--- config.mk ---
export PLATFORM = sky130hd
export DESIGN_NAME = jitter_cleaner_init_flat
export DESIGN_NICKNAME = d
export VERILOG_FILES = /design/src/rtl/jitter_cleaner_init_if.sv /design/src/rtl/jitter_cleaner_init.sv /design/src/flat_wrapper.sv
export SDC_FILE = /design/constraint.sdc
export NUM_CORES = 1
export LEC_CHECK = 0
export CAP_MARGIN = 20
export CELL_PAD_IN_SITES_DETAIL_PLACEMENT = 0
export CELL_PAD_IN_SITES_GLOBAL_PLACEMENT = 1
export CORE_AREA = 2 2 97 99
export CTS_CLUSTER_SIZE = 12
export DETAILED_ROUTE_END_ITERATION = 8
export DIE_AREA = 0 0 99 101
export PLACE_DENSITY = 0.85
export RECOVER_POWER = 25
export SLEW_MARGIN = 20
export SYNTH_ARGS = -nofsm -noshare
export SYNTH_HDL_FRONTEND = slang
export SYNTH_SLANG_ARGS = --single-unit
--- constraint.sdc ---
create_clock -name clk -period 4.1 [get_ports clk]
set_clock_uncertainty 0.05 [all_clocks]
set_input_delay 0.82 -clock clk [delete_from_list [all_inputs] [get_ports clk]]
set_output_delay 0.82 -clock clk [all_outputs]
set_load 0.1 [all_outputs]
--- src/rtl/jitter_cleaner_init_if.sv ---
// Sequencer-side bundle for the jitter cleaner init block: start/status,
// table ROM port and SPI_MODULE handshake. Directions are from the DUT's view.
interface jitter_cleaner_init_if;
  logic        i_start;
  logic [1:0]  i_devSel;
  logic [4:0]  o_tableAddr;
  logic [31:0] i_tableData;
  logic [31:0] o_spiIn;
  logic        o_spiGo;
  logic        i_spiDone;
  logic [1:0]  o_spiSlaveSelect;
  logic        o_sync;
  logic        o_busy;
  logic        o_done;
  logic        o_error;
  logic [7:0]  o_wordCount;

  modport slave (
    input  i_start, i_devSel, i_tableData, i_spiDone,
    output o_tableAddr, o_spiIn, o_spiGo, o_spiSlaveSelect,
           o_sync, o_busy, o_done, o_error, o_wordCount
  );

  modport master (
    output i_start, i_devSel, i_tableData, i_spiDone,
    input  o_tableAddr, o_spiIn, o_spiGo, o_spiSlaveSelect,
           o_sync, o_busy, o_done, o_error, o_wordCount
  );
endinterface

--- src/rtl/jitter_cleaner_init.sv ---
// Walks per-device register tables from an external ROM, pushes each word
// through SPI_MODULE, then issues a SYNC pulse to the jitter cleaners.
module jitter_cleaner_init #(
  parameter int NUM_WORDS  = 16,
  parameter int TIMEOUT    = 255,
  parameter int SYNC_WIDTH = 4
) (
  input logic clk,
  input logic rst,
  jitter_cleaner_init_if.slave bus
);

  localparam logic [4:0] ADDR_LAST    = 5'(NUM_WORDS - 1);
  localparam logic [7:0] TIMEOUT_LAST = 8'(TIMEOUT - 1);
  localparam logic [3:0] SYNC_LAST    = 4'(SYNC_WIDTH - 1);

  typedef enum logic [3:0] {
    IDLE, FETCH, LOAD, GO, WAIT_LO, WAIT_HI, NEXT, SYNC_P, FINISH, FAIL
  } state_t;

  state_t      r_state;
  logic [1:0]  r_devSel;
  logic [1:0]  r_device;
  logic [4:0]  r_addr;
  logic [31:0] r_spiIn;
  logic        r_spiGo;
  logic [1:0]  r_slaveSelect;
  logic        r_sync;
  logic        r_busy;
  logic        r_done;
  logic        r_error;
  logic [7:0]  r_wordCount;
  logic [7:0]  r_timer;
  logic [3:0]  r_syncCnt;
  logic        r_marker;

  assign bus.o_tableAddr      = r_addr;
  assign bus.o_spiIn          = r_spiIn;
  assign bus.o_spiGo          = r_spiGo;
  assign bus.o_spiSlaveSelect = r_slaveSelect;
  assign bus.o_sync           = r_sync;
  assign bus.o_busy           = r_busy;
  assign bus.o_done           = r_done;
  assign bus.o_error          = r_error;
  assign bus.o_wordCount      = r_wordCount;

  // Outputs change on the transition into a state so they are valid for
  // exactly the cycles spent in that state (SPI_GO in GO, SYNC in SYNC_P).
  always_ff @(posedge clk or posedge rst) begin
    if (rst) begin
      r_state       <= IDLE;
      r_devSel      <= 2'd0;
      r_device      <= 2'd0;
      r_addr        <= 5'd0;
      r_spiIn       <= 32'd0;
      r_spiGo       <= 1'b0;
      r_slaveSelect <= 2'd0;
      r_sync        <= 1'b0;
      r_busy        <= 1'b0;
      r_done        <= 1'b0;
      r_error       <= 1'b0;
      r_wordCount   <= 8'd0;
      r_timer       <= 8'd0;
      r_syncCnt     <= 4'd0;
      r_marker      <= 1'b0;
    end else begin
      case (r_state)
        IDLE, FINISH, FAIL: begin
          if (bus.i_start) begin
            r_devSel    <= bus.i_devSel;
            r_device    <= (bus.i_devSel == 2'd3) ? 2'd0 : bus.i_devSel;
            r_addr      <= 5'd0;
            r_done      <= 1'b0;
            r_error     <= 1'b0;
            r_wordCount <= 8'd0;
            r_marker    <= 1'b0;
            r_busy      <= 1'b1;
            r_state     <= FETCH;
          end
        end
        FETCH: r_state <= LOAD;
        LOAD: begin
          if (bus.i_tableData == 32'hFFFF_FFFF) begin
            r_marker <= 1'b1;
            r_state  <= NEXT;
          end else begin
            r_spiIn       <= bus.i_tableData;
            r_spiGo       <= 1'b1;
            r_slaveSelect <= r_device;
            r_state       <= GO;
          end
        end
        GO: begin
          r_spiGo <= 1'b0;
          r_timer <= 8'd0;
          r_state <= WAIT_LO;
        end
        WAIT_LO: begin
          if (!bus.i_spiDone) begin
            r_timer <= 8'd0;
            r_state <= WAIT_HI;
          end else if (r_timer == TIMEOUT_LAST) begin
            r_error <= 1'b1;
            r_busy  <= 1'b0;
            r_state <= FAIL;
          end else begin
            r_timer <= r_timer + 8'd1;
          end
        end
        WAIT_HI: begin
          if (bus.i_spiDone) begin
            if (r_wordCount != 8'hFF) r_wordCount <= r_wordCount + 8'd1;
            r_state <= NEXT;
          end else if (r_timer == TIMEOUT_LAST) begin
            r_error <= 1'b1;
            r_busy  <= 1'b0;
            r_state <= FAIL;
          end else begin
            r_timer <= r_timer + 8'd1;
          end
        end
        NEXT: begin
          if (!r_marker && (r_addr < ADDR_LAST)) begin
            r_addr  <= r_addr + 5'd1;
            r_state <= FETCH;
          end else if ((r_devSel == 2'd3) && (r_device < 2'd2)) begin
            r_device <= r_device + 2'd1;
            r_addr   <= 5'd0;
            r_marker <= 1'b0;
            r_state  <= FETCH;
          end else begin
            r_sync    <= 1'b1;
            r_syncCnt <= 4'd0;
            r_state   <= SYNC_P;
          end
        end
        SYNC_P: begin
          if (r_syncCnt == SYNC_LAST) begin
            r_sync  <= 1'b0;
            r_done  <= 1'b1;
            r_busy  <= 1'b0;
            r_state <= FINISH;
          end else begin
            r_syncCnt <= r_syncCnt + 4'd1;
          end
        end
        default: r_state <= IDLE;
      endcase
    end
  end

endmodule

--- src/flat_wrapper.sv ---
// flat-port wrapper written by rule: the top's interface ports become plain ports
module jitter_cleaner_init_flat 
#(
  parameter int NUM_WORDS  = 16,
  parameter int TIMEOUT    = 255,
  parameter int SYNC_WIDTH = 4
)
  (clk, rst, bus_i_start, bus_i_devSel, bus_i_tableData, bus_i_spiDone, bus_o_tableAddr, bus_o_spiIn, bus_o_spiGo, bus_o_spiSlaveSelect, bus_o_sync, bus_o_busy, bus_o_done, bus_o_error, bus_o_wordCount);
  jitter_cleaner_init_if bus_i ();
  input logic clk;
  input logic rst;
  input wire logic [$bits(bus_i.i_start)-1:0] bus_i_start;
  input wire logic [$bits(bus_i.i_devSel)-1:0] bus_i_devSel;
  input wire logic [$bits(bus_i.i_tableData)-1:0] bus_i_tableData;
  input wire logic [$bits(bus_i.i_spiDone)-1:0] bus_i_spiDone;
  output wire logic [$bits(bus_i.o_tableAddr)-1:0] bus_o_tableAddr;
  output wire logic [$bits(bus_i.o_spiIn)-1:0] bus_o_spiIn;
  output wire logic [$bits(bus_i.o_spiGo)-1:0] bus_o_spiGo;
  output wire logic [$bits(bus_i.o_spiSlaveSelect)-1:0] bus_o_spiSlaveSelect;
  output wire logic [$bits(bus_i.o_sync)-1:0] bus_o_sync;
  output wire logic [$bits(bus_i.o_busy)-1:0] bus_o_busy;
  output wire logic [$bits(bus_i.o_done)-1:0] bus_o_done;
  output wire logic [$bits(bus_i.o_error)-1:0] bus_o_error;
  output wire logic [$bits(bus_i.o_wordCount)-1:0] bus_o_wordCount;
  assign bus_i.i_start = bus_i_start;
  assign bus_i.i_devSel = bus_i_devSel;
  assign bus_i.i_tableData = bus_i_tableData;
  assign bus_i.i_spiDone = bus_i_spiDone;
  assign bus_o_tableAddr = bus_i.o_tableAddr;
  assign bus_o_spiIn = bus_i.o_spiIn;
  assign bus_o_spiGo = bus_i.o_spiGo;
  assign bus_o_spiSlaveSelect = bus_i.o_spiSlaveSelect;
  assign bus_o_sync = bus_i.o_sync;
  assign bus_o_busy = bus_i.o_busy;
  assign bus_o_done = bus_i.o_done;
  assign bus_o_error = bus_i.o_error;
  assign bus_o_wordCount = bus_i.o_wordCount;
  jitter_cleaner_init #(.NUM_WORDS(NUM_WORDS), .TIMEOUT(TIMEOUT), .SYNC_WIDTH(SYNC_WIDTH)) u_core (.clk(clk), .rst(rst), .bus(bus_i));
endmodule
# Word level (Yosys, flattened, before mapping)

Cells that the tools add are included.

Memories: 0
Bits in registers: 73
Memory bits (read-only): 0
Output and inout bits: 52
Memory bits (writable): 0
Latch bits: 0

Div/mod/pow operators: 0
Eq/ne operators: 28
Add/subtract/negate cells: 5
Reductions and logical operators: 28
Order comparisons: 2
Muxes and demuxes: 52
Bitwise gates (word level): 1
Shift-type cells: 0
Multiply operators: 0

Operators by type and width:

| operator                                                        | number |
|---|---|
| 8-bit 2-to-1 mux                                                | 6 |
| 4-bit 2-to-1 mux                                                | 9 |
| 32-bit == test, second input constant                           | 1 |
| 4-bit case mux with 8 select lines                              | 1 |
| 8-bit case mux with 3 select lines                              | 1 |
| 4-bit AND reduction                                             | 5 |
| 8-bit by 1-bit adder with 8-bit output, second input constant   | 2 |
| 4-bit by 3-bit == test with 1-bit output, second input constant | 4 |
| 1-bit 2-to-1 mux                                                | 16 |
| 2-bit != test, second input constant                            | 8 |
| 8-bit case mux with 2 select lines                              | 1 |
| 5-bit 2-to-1 mux                                                | 3 |
| 4-bit by 2-bit == test with 1-bit output, second input constant | 3 |
| 5-bit case mux with 2 select lines                              | 1 |
| 2-bit AND reduction                                             | 5 |
| 5-bit AND reduction                                             | 2 |
| 2-bit nonzero test                                              | 5 |
| 3-bit nonzero test                                              | 3 |
| 4-bit == test, second input constant                            | 2 |
| 8-bit == test, second input constant                            | 1 |
| 2-bit 2-to-1 mux                                                | 4 |
| 2-bit by 1-bit != test with 1-bit output, second input constant | 4 |
| 8-bit != test, second input constant                            | 1 |
| 4-bit case mux with 2 select lines                              | 1 |
| other kinds (20)                                                | 27 |

# Logic depth before layout (Yosys ltp)

Gate-level depths: netlist of run 1.

Depth in word-level cells: 5
Depth in mapped cells: 8

# Worst setup path before layout of run 1

No wires, ideal clock.

Path kind: register to register
Start: register u_core.r_wordCount[1] (netlist: u_core.bus.o_wordCount[1])
End: register u_core.r_wordCount[5] (netlist: u_core.bus.o_wordCount[5])
Buffers on the path: 0
Stages on the path, launching flop included: 7
Clock period less this slack: 2,205 ps
Arrival: 2,023 ps
Setup time: 132 ps
Required time: 3,918 ps
Path slack: 1,895 ps
Cells stage by stage: dfrtp_1 > ha_1 > nand3_1 > o211ai_4 > a211oi_1 > xnor2_1 > nor2_1

Word-level cells in the longest chain between the ends: 4

RTL lines:

| item                                   | line                       | text |
|---|---|---|
| start: declaration                     | jitter_cleaner_init.sv:32  | `logic [7:0] r_wordCount;` |
| start signal: assignment               | jitter_cleaner_init.sv:112 | `if (r_wordCount != 8'hFF) r_wordCount <= r_wordCount + 8'd1;` |
| 8-bit by 1-bit adder with 8-bit output | jitter_cleaner_init.sv:112 |  |
| 8-bit 2-to-1 mux                       | jitter_cleaner_init.sv:112 |  |
| 8-bit 2-to-1 mux                       | jitter_cleaner_init.sv:111 | `if (bus.i_spiDone) begin` |
| 8-bit case mux with 2 select lines     | jitter_cleaner_init.sv:67  | `case (r_state)` |

Several ways; a longest one is shown, not always the timed one. The select of a mux whose other input is x is not followed.
A chain may end at the register's enable or synchronous reset.

# Worst setup path in the final report of run 1

Start: register u_core.r_wordCount[3] (netlist: u_core.bus.o_wordCount[3])
End: output bus_o_wordCount[3]

RTL lines:

| item             | line               | text |
|---|---|---|
| end: declaration | flat_wrapper.sv:24 | `output wire logic [$bits(bus_i.o_wordCount)-1:0] bus_o_wordCount;` |

No word-level cell between the ends.

==> out/results.tsv, run 1 <==
metric	value	unit
area of the multi-input gates	0.00167	mm2
first-pass GRT wire length	13400	um
Initial Util	0.402	
Synth Warn #	0	
total core area	0.00898	mm2
Mapped Cells	312	
die width	99	um
sequential share of the synthesized area	0.507	
Post-Syn Area	0.00360	mm2
Clock Sink Count	73	
crit-path max FO	6	
Critical Path End Type	primary output	
Worst-Margin Slew	1160	ps
vias in the first global route	2714	
via count	2693	
Final Util	0.535	
Post-Syn Area per Cell	11.6	um2
root buffer cell	clkbuf_8	
TritonCTS clock tree	done	
CP peak stage delay	1170	ps
gp weighted congestion	0.779	
dominant synthesized flop cell	dfrtp_1	
share of cells above drive strength 1	0.161	
number of synthesized flops with an enable pin	0	
pre-CTS setup slack	1020	ps
largest net degree at the start of global routing	32	
CTS clock-pin slew for the worst setup and hold paths	80	ps
Cell variety after synth	54	
num ports	90	
CP Data Arrival Time	1980	ps
clk buf depth	2	
DIE AREA	0.0100	mm2
placed cells	504	
Cell Chain, Critical Path	clkdlybuf4s50_1	
Fill cells	752	
#FFs+latches synth	73	
Async SR Flop Fraction	1.00	
Register Area	0.00183	mm2
CP Buf/Inv Count	1	
Max Cap Violations	0	
Crit path required time	3230	ps
final setup fails	0	
fin. max-slew vios	0	
unrepaired setup endpoints after global routing	false	
Hold-fix buffers, CTS	0	
initial antenna violation count	0	
cts repair resizes	0	
Rel. slew slack	0.228	
status	finished clean	
TNS Setup	0	ps
Vert. Die Dim	101	um
Clock Latency Late Sink	350	ps
post-CTS setup buffers	0	
Tot GR Track Use	0.168	
Worst path slowest cell	clkdlybuf4s50_1	
Fin. Hold Viols	0	
port buffer count	89	
crit share post-route	0.694	
H-Tree Depth	3	
residual DRC count	0	
Layout area overhead	33.3	%
type of the worst setup path	flop to primary output	
HPWL Detailed	5800	um
global route overflow	0	
Routed Antenna Nets	0	
drt pass-1 iters	4	
Peak Freq	351	MHz
worst setup margin	1250	ps
type of origin of the critical path	flop	
Routed WL per cell	15.3	um
syn nets	355	
initial DRC count	145	
HP Class	flop to flop	
fin crit period	2850	ps
WL final	7930	um
post-DR vias/cell	5.18	
fin nets	447	
TritonCTS buffer count	9	
Non-Filler Instances	520	
# rows	35	
Top delay family on crit path	buffers and inverters	
# diodes	0	
per-layer routing:
layer  vias to the layer above  wire, um  GRT usage
met5                         -         0          0
met4                         0        84     0.0411
met3                         9       547     0.0638
met2                        78      3540      0.262
met1                      1297      3760      0.223
li1                       1309         -          -
sequential cells by signal, summed over array words and instances, names as in the netlist:
register / cells
u_core.r_timer: 8
u_core.bus.o_busy: 1
u_core.bus.o_tableAddr: 5
u_core.bus.o_sync: 1
u_core.bus.o_wordCount: 8
u_core.bus.o_spiSlaveSelect: 2
u_core.r_devSel: 2
u_core.bus.o_error: 1
u_core.r_state: 4
u_core.r_marker: 1
u_core.r_syncCnt: 4
u_core.bus.o_spiIn: 32
u_core.bus.o_done: 1
u_core.r_device: 2
u_core.bus.o_spiGo: 1
cell families after synthesis:
logic type,count (synthesis),share of synthesized area
compound gates,54,0.110
xor+xnor,9,0.0219
fa+ha+maj,5,0.0174
buf+inv,20,0.0305
flops,73,0.507
mux,35,0.138
simple gates,116,0.175
worst paths after layout:
kind	cells past startpoint	endpoint	from	slack, ps
worst max-delay path	1	bus_o_wordCount[3]	u_core.bus.o_wordCount[3]$_DFFE_PP0P_	1250
worst min-delay path	1	u_core.bus.o_spiGo$_DFFE_PP0P_	u_core.bus.o_spiGo$_DFFE_PP0P_	440
worst max register to register	5	u_core.bus.o_spiIn[12]$_DFFE_PP0P_	u_core.r_state[1]$_DFFE_PP0P_	1640
worst min register to register	1	u_core.bus.o_spiGo$_DFFE_PP0P_	u_core.bus.o_spiGo$_DFFE_PP0P_	440
max in group asynchronous	3	u_core.r_timer[6]$_DFFE_PP0P_	rst	1470
min in group asynchronous	2	u_core.bus.o_tableAddr[2]$_DFFE_PP0P_	rst	1010
layout by cell type, fill, tap and decap left out, types with 3 or more instances in the layout:
master           instances
mux2_2                   7
a31oi_1                  4
o21ai_0                 11
o22a_1                   3
nor3_1                   5
nor2b_1                  4
dfrtp_1                 73
nand4_1                 15
mux2_4                  28
inv_1                    8
clkbuf_8                11
nor2_1                  27
nand3_1                 15
and3_1                   6
ha_1                     5
clkdlybuf4s50_1         88
a21oi_1                 10
nand2_1                 26
xnor2_1                  8
a21oi_2                  3
cell usage after synthesis (all sizes together), types with 2 or more instances:
cell    instances  area (um2)
dfrtp          73        1830
mux2           35         499
nor2           28         113
nand2          26        97.6
nand3          15        75.1
nand4          15        93.8
a21oi          14        92.6
o21ai          13        65.1
buf             9        68.8
inv             9        33.8
xnor2           8        70.1
and3            6        37.5
a31oi           5        37.5
ha              5        62.6
nor3            5        25.0
nor2b           4        25.0
a211oi          3        27.5
nor3b           3        27.5
o22a            3        26.3
a211o           2        17.5
a21boi          2        15.0
a21o            2        15.0
a22o            2        17.5
and2            2        12.5
clkbuf          2        7.51
nand3b          2        15.0
nor4            2        42.5
o21a            2        15.0
or3             2        12.5
through the flow:
stage | hold slack [ps] | instance area [um2]
2_1_floorplan | 396 | 3600
3_3_place_gp | 412 | 4580
3_5_place_dp | 414 | 4580
4_1_cts | 443 | 4810
5_1_grt | 457 | 4810
6_report | 442 | 4810
final cells by class:
type	instances	area share
multi-input combinational	219	0.347
clock inverter	5	0.0161
inverter	9	0.00703
timing repair buffer	92	0.189
tap	111	0.0289
clock buffer	11	0.0315
sequential	73	0.380
Power of run 1 is left out: the tool's default activity adds up to more than one toggle a clock period on the data nets, which glitch-free logic cannot reach.
==> run 2, diff against run 1 <==
CORE_AREA = 2 2 105 107   (was 2 2 97 99)
DIE_AREA = 0 0 107 109   (was 0 0 99 101)
PLACE_DENSITY = 0.77   (was 0.85)
clock period = 2.5 ns   (was 4.1 ns; I/O delays follow)
==> run 2 against run 1 <==
Compared with the run above:
- global-route usage down 2.0 points
- wire length up 1.3%
- flip-flop and latch count unchanged
- hold slack better by 1.7 ps
- non-clock buffer count up 6
- die area up 17%
- first-iteration DRC count down 46%
- final cell count up 6.7%
- core utilization down 8.4 points
- design area down 0.49%
- setup slack worse by 770 ps
- sequential share of layout area up 0.19 points
==> out/results.tsv, run 2 (same netlist as run 1, synthesis figures left out) <==
metric	value	unit	change
Top delay family on crit path	buffers and inverters		
CTS clock-pin slew for the worst setup and hold paths	90	ps	about the same
Clock Latency Late Sink	340	ps	about the same
Worst-Margin Slew	697	ps	-461 ps
type of the worst setup path	input port to flop		
type of origin of the critical path	input port		
DIE AREA	0.0117	mm2	+17%
fin nets	453		+1.3%
die width	107	um	+8.1%
via count	2716		+0.85%
post-DR vias/cell	4.89		-5.5%
# rows	38		+8.6%
Rel. slew slack	0.535		+0.307
crit-path max FO	14		+8
status	finished clean		
root buffer cell	clkbuf_8		
TNS Setup	0	ps	unchanged
Initial Util	0.340		-0.0616
H-Tree Depth	3		unchanged
initial DRC count	78		-46%
commonest non-fill, non-tap cells in the layout	73 x dfrtp_1, 56 x buf_4, 36 x clkdlybuf4s50_1		
total core area	0.0106	mm2	+18%
Vert. Die Dim	109	um	+7.9%
first-pass GRT wire length	13500	um	+1.1%
reg2reg setup slack	490	ps	-1150 ps
initial antenna violation count	0		unchanged
Critical Path End Type	flop		
HPWL Detailed	5990	um	+3.3%
Worst path slowest cell	clkdlybuf4s50_1		
Max Cap Violations	0		unchanged
Crit path required time	2670	ps	-560 ps
final setup fails	0		unchanged
# diodes	0		unchanged
commonest non-fill, non-tap cell in the layout	dfrtp_1		
clk buf depth	2		unchanged
gp weighted congestion	0.779		about the same
unrepaired setup endpoints after global routing	false		
CP peak stage delay	500	ps	-670 ps
Hold-fix buffers, CTS	0		unchanged
Routed WL per cell	14.5	um	-5.1%
global route overflow	0		unchanged
TritonCTS buffer count	9		unchanged
TritonCTS clock tree	done		
num ports	90		unchanged
residual DRC count	0		unchanged
Tot GR Track Use	0.148		-0.0203
port buffer count	89		unchanged
fin crit period	2010	ps	
Fin. Hold Viols	0		unchanged
max reg flops	32		unchanged
post-CTS setup buffers	0		unchanged
CP Data Arrival Time	2180	ps	+200 ps
vias in the first global route	2830		+4.3%
HP Class	flop to flop		
Peak Freq	497	MHz	
crit share post-route	0.806		
cts repair resizes	0		unchanged
Routed Antenna Nets	0		unchanged
drt pass-1 iters	4		unchanged
largest net degree at the start of global routing	40		+25%
CP Buf/Inv Count	2		+1
WL final	8040	um	+1.3%
Fill cells	990		+32%
Layout area overhead	32.7	%	
Cell Chain, Critical Path	clkdlybuf4s50_1, nand4_1, nor4_4, a21oi_4, buf_12, mux2_4		
fin. max-slew vios	0		unchanged
Clock Sink Count	73		unchanged
share of cells above drive strength 1	0.294		+0.133
[run 2: cell count changes in the layout (fill, tap and decap cells not counted), sizes merged]
cell | previous run | this run
buf | 2 | 59
clkdlybuf4s50 | 88 | 36
clkinvlp | 1 | 2
[run 2: area by class of cell]
class                      instances  area [um2]  share of cell area
clock inverter                     6        92.6              0.0194
sequential                        73        1830               0.382
multi-input combinational        219        1670               0.349
timing repair buffer              98         858               0.179
inverter                           9        33.8             0.00706
clock buffer                      10         128              0.0267
tap                              140         175              0.0366
[run 2: routing by layer]
metal | track usage | up-vias | share of wire
li1 | - | 1324 | -
met1 | 0.180 | 1320 | 0.44
met2 | 0.253 | 63 | 0.49
met3 | 0.0436 | 9 | 0.049
met4 | 0.0464 | 0 | 0.014
met5 | 0 | - | 0
[run 2: final timing paths]
kind | start | endpoint | cells after the start
setup / recovery | bus_i_tableData[18] | u_core.bus.o_spiIn[10]$_DFFE_PP0P_ | 6
hold / removal | u_core.r_devSel[1]$_DFFE_PP0P_ | u_core.r_devSel[1]$_DFFE_PP0P_ | 2
setup reg to reg | u_core.r_timer[0]$_DFFE_PP0P_ | u_core.bus.o_busy$_DFFE_PP0P_ | 7
hold reg to reg | u_core.r_devSel[1]$_DFFE_PP0P_ | u_core.r_devSel[1]$_DFFE_PP0P_ | 2
max in group asynchronous | rst | u_core.bus.o_wordCount[0]$_DFFE_PP0P_ | 3
min in group asynchronous | rst | u_core.bus.o_spiIn[16]$_DFFE_PP0P_ | 2
[run 2: tightest hold or removal path, cell delays in order (launching register included)]
cell,delay (ps)
dfrtp_1,360
nand2_1,50
nand2_1,50
[run 2: metrics by stage]
stage          area, um2  hold slack, ps  cells   util  worst slack (ps)
2_1_floorplan       3600             396    312      -              96.7
3_3_place_gp        4570             409    539  0.431               149
3_5_place_dp        4570             414    539  0.431               127
4_1_cts             4790             403    555  0.452               485
5_1_grt             4780             476    555  0.451               304
6_report            4780             444    555  0.451               486
Power of run 2 is left out for the same reason.
==> run 3, diff against run 2 <==
clock period = 1.7 ns   (was 2.5 ns; I/O delays follow)
==> run 3 against run 2 <==
Compared with the run above:
- die area stayed put
- core utilization grew 10 points
- via count up 6.4%
- critical path type unchanged
- clock-buffer cell count did not move
- highest routed layer unchanged
- wire length increased by 13%
- setup slack got worse by 440 ps
==> out/results.tsv, run 3 (same netlist as run 1, synthesis figures left out) <==
metric	value	unit	change
TritonCTS buffer count	9		unchanged
Routed Antenna Nets	0		unchanged
via count	2891		+6.4%
share of cells above drive strength 1	0.452		+0.158
crit share post-route	0.975		
status	finished clean		
CP Data Arrival Time	1830	ps	-350 ps
type of the worst setup path	input port to flop		
Crit path required time	1870	ps	-800 ps
drt pass-1 iters	4		unchanged
# diodes	0		unchanged
Worst-Margin Slew	391	ps	-307 ps
largest net degree at the start of global routing	74		+85%
Fill cells	882		-11%
type of origin of the critical path	input port		
reg2reg setup slack	50	ps	-440 ps
max reg flops	32		unchanged
unrepaired setup endpoints after global routing	true		
post-DR vias/cell	4.85		-0.88%
first-pass GRT wire length	15000	um	+11%
R2R Path Start	u_core.r_state[1]$_DFFE_PP0P_		
Register Area	0.00187	mm2	+2.3%
die width	107	um	unchanged
clk buf depth	2		unchanged
Initial Util	0.340		unchanged
area of the multi-input gates	0.00178	mm2	+6.5%
gp weighted congestion	0.805		+3.2%
# rows	38		unchanged
TritonCTS clock tree	done		
global route overflow	0		unchanged
Tot GR Track Use	0.164		+0.0157
num ports	90		unchanged
DIE AREA	0.0117	mm2	unchanged
fin crit period	1660	ps	
root buffer cell	clkbuf_8		
commonest non-fill, non-tap cell in the layout	dfrtp_1		
initial DRC count	84		+7.7%
HP Class	input port to flop		
commonest non-fill, non-tap cells in the layout	57 x dfrtp_1, 54 x buf_12, 43 x buf_4		
fin nets	494		+9.1%
final setup fails	0		unchanged
Vert. Die Dim	109	um	unchanged
residual DRC count	0		unchanged
vias in the first global route	3025		+6.9%
Critical Path End Type	flop		
placed cells	573		+6.3%
Rel. slew slack	0.739		+0.204
HPWL Detailed	6440	um	+7.6%
Fin. Hold Viols	0		unchanged
Max Cap Violations	0		unchanged
Register-to-Register Path Depth	5		-2
Peak Freq	603	MHz	
Layout area overhead	62.5	%	
fin. max-slew vios	0		unchanged
Non-Filler Instances	596		+7.4%
Clock Latency Late Sink	340	ps	about the same
H-Tree Depth	3		unchanged
total core area	0.0106	mm2	unchanged
hold depth	2		unchanged
CTS clock-pin slew for the worst setup and hold paths	80	ps	about the same
end of the worst register-to-register path	u_core.bus.o_spiIn[0]$_DFFE_PP0P_		
Routed WL per cell	15.2	um	+5.2%
Hold Crit Endpoint	u_core.bus.o_spiIn[23]$_DFFE_PP0P_		
initial antenna violation count	0		unchanged
crit-path max FO	7		-7
Clock Sink Count	73		unchanged
WL final	9080	um	+13%
port buffer count	89		unchanged
HP Start	bus_i_tableData[23]		
==> run 3: cell type report <==
cell class | count | share of cell area
clock buffer | 10 | 0.0235
clock inverter | 6 | 0.0113
inverter | 9 | 0.00598
multi-input combinational | 219 | 0.303
sequential | 73 | 0.319
tap | 140 | 0.0299
timing repair buffer | 139 | 0.307
==> run 3: worst max-delay path, stage by stage <==
cell and delay (ps):
dlygate4sd2_1 250, nand4_1 150, nor4_4 370, a21oi_4 120, bufbuf_16 300, mux2_4 300
==> run 3: worst max path at each step <==
stage	startpoint	endpoint	slack, ps	cells after the start
finish	bus_i_tableData[2]	u_core.bus.o_spiIn[0]$_DFFE_PP0P_	40	6
global route	u_core.r_state[0]$_DFFE_PP0P_	u_core.bus.o_spiIn[31]$_DFFE_PP0P_	-50	6
CTS	u_core.r_timer[0]$_DFFE_PP0P_	u_core.r_state[2]$_DFFE_PP0P_	0.5	7
detailed placement	bus_i_tableData[23]	u_core.bus.o_spiIn[19]$_DFFE_PP0P_	-540	6
global placement	bus_i_tableData[23]	u_core.bus.o_spiIn[16]$_DFFE_PP0P_	-490	6
floorplan	u_core.bus.o_wordCount[1]$_DFFE_PP0P_	u_core.bus.o_wordCount[2]$_DFFE_PP0P_	-30	6
==> run 3: repair_timing <==
action,in CTS,in global routing
cloned,2,0
gates resized for setup,39,28
endpoints found under the setup margin,40,54
endpoints found under the hold margin,0,0
buffers inserted,4,2
pin swaps,11,10
hold buffers,0,0
==> run 3: layer usage <==
metal	global-route usage	wire, um	part of all wire	vias up
met3	0.0317	385	0.042	4
met2	0.275	4560	0.50	65
li1	-	-	-	1407
met5	0	0	0	-
met1	0.215	4040	0.45	1415
met4	0.0501	84	0.0093	0
==> run 3: stage by stage <==
step,TNS [ps],setup WS [ps],hold slack [ps],util,instance area (um2)
final,0,42.4,208,0.553,5860
after detailed placement,-23140,-545,423,0.523,5540
after CTS,0,0.483,307,0.549,5820
after global placement,-20860,-493,418,0.523,5540
after global routing,-419,-47.2,202,0.553,5860
after floorplan,-120,-34.6,395,-,3680
Power of run 3 is left out for the same reason.
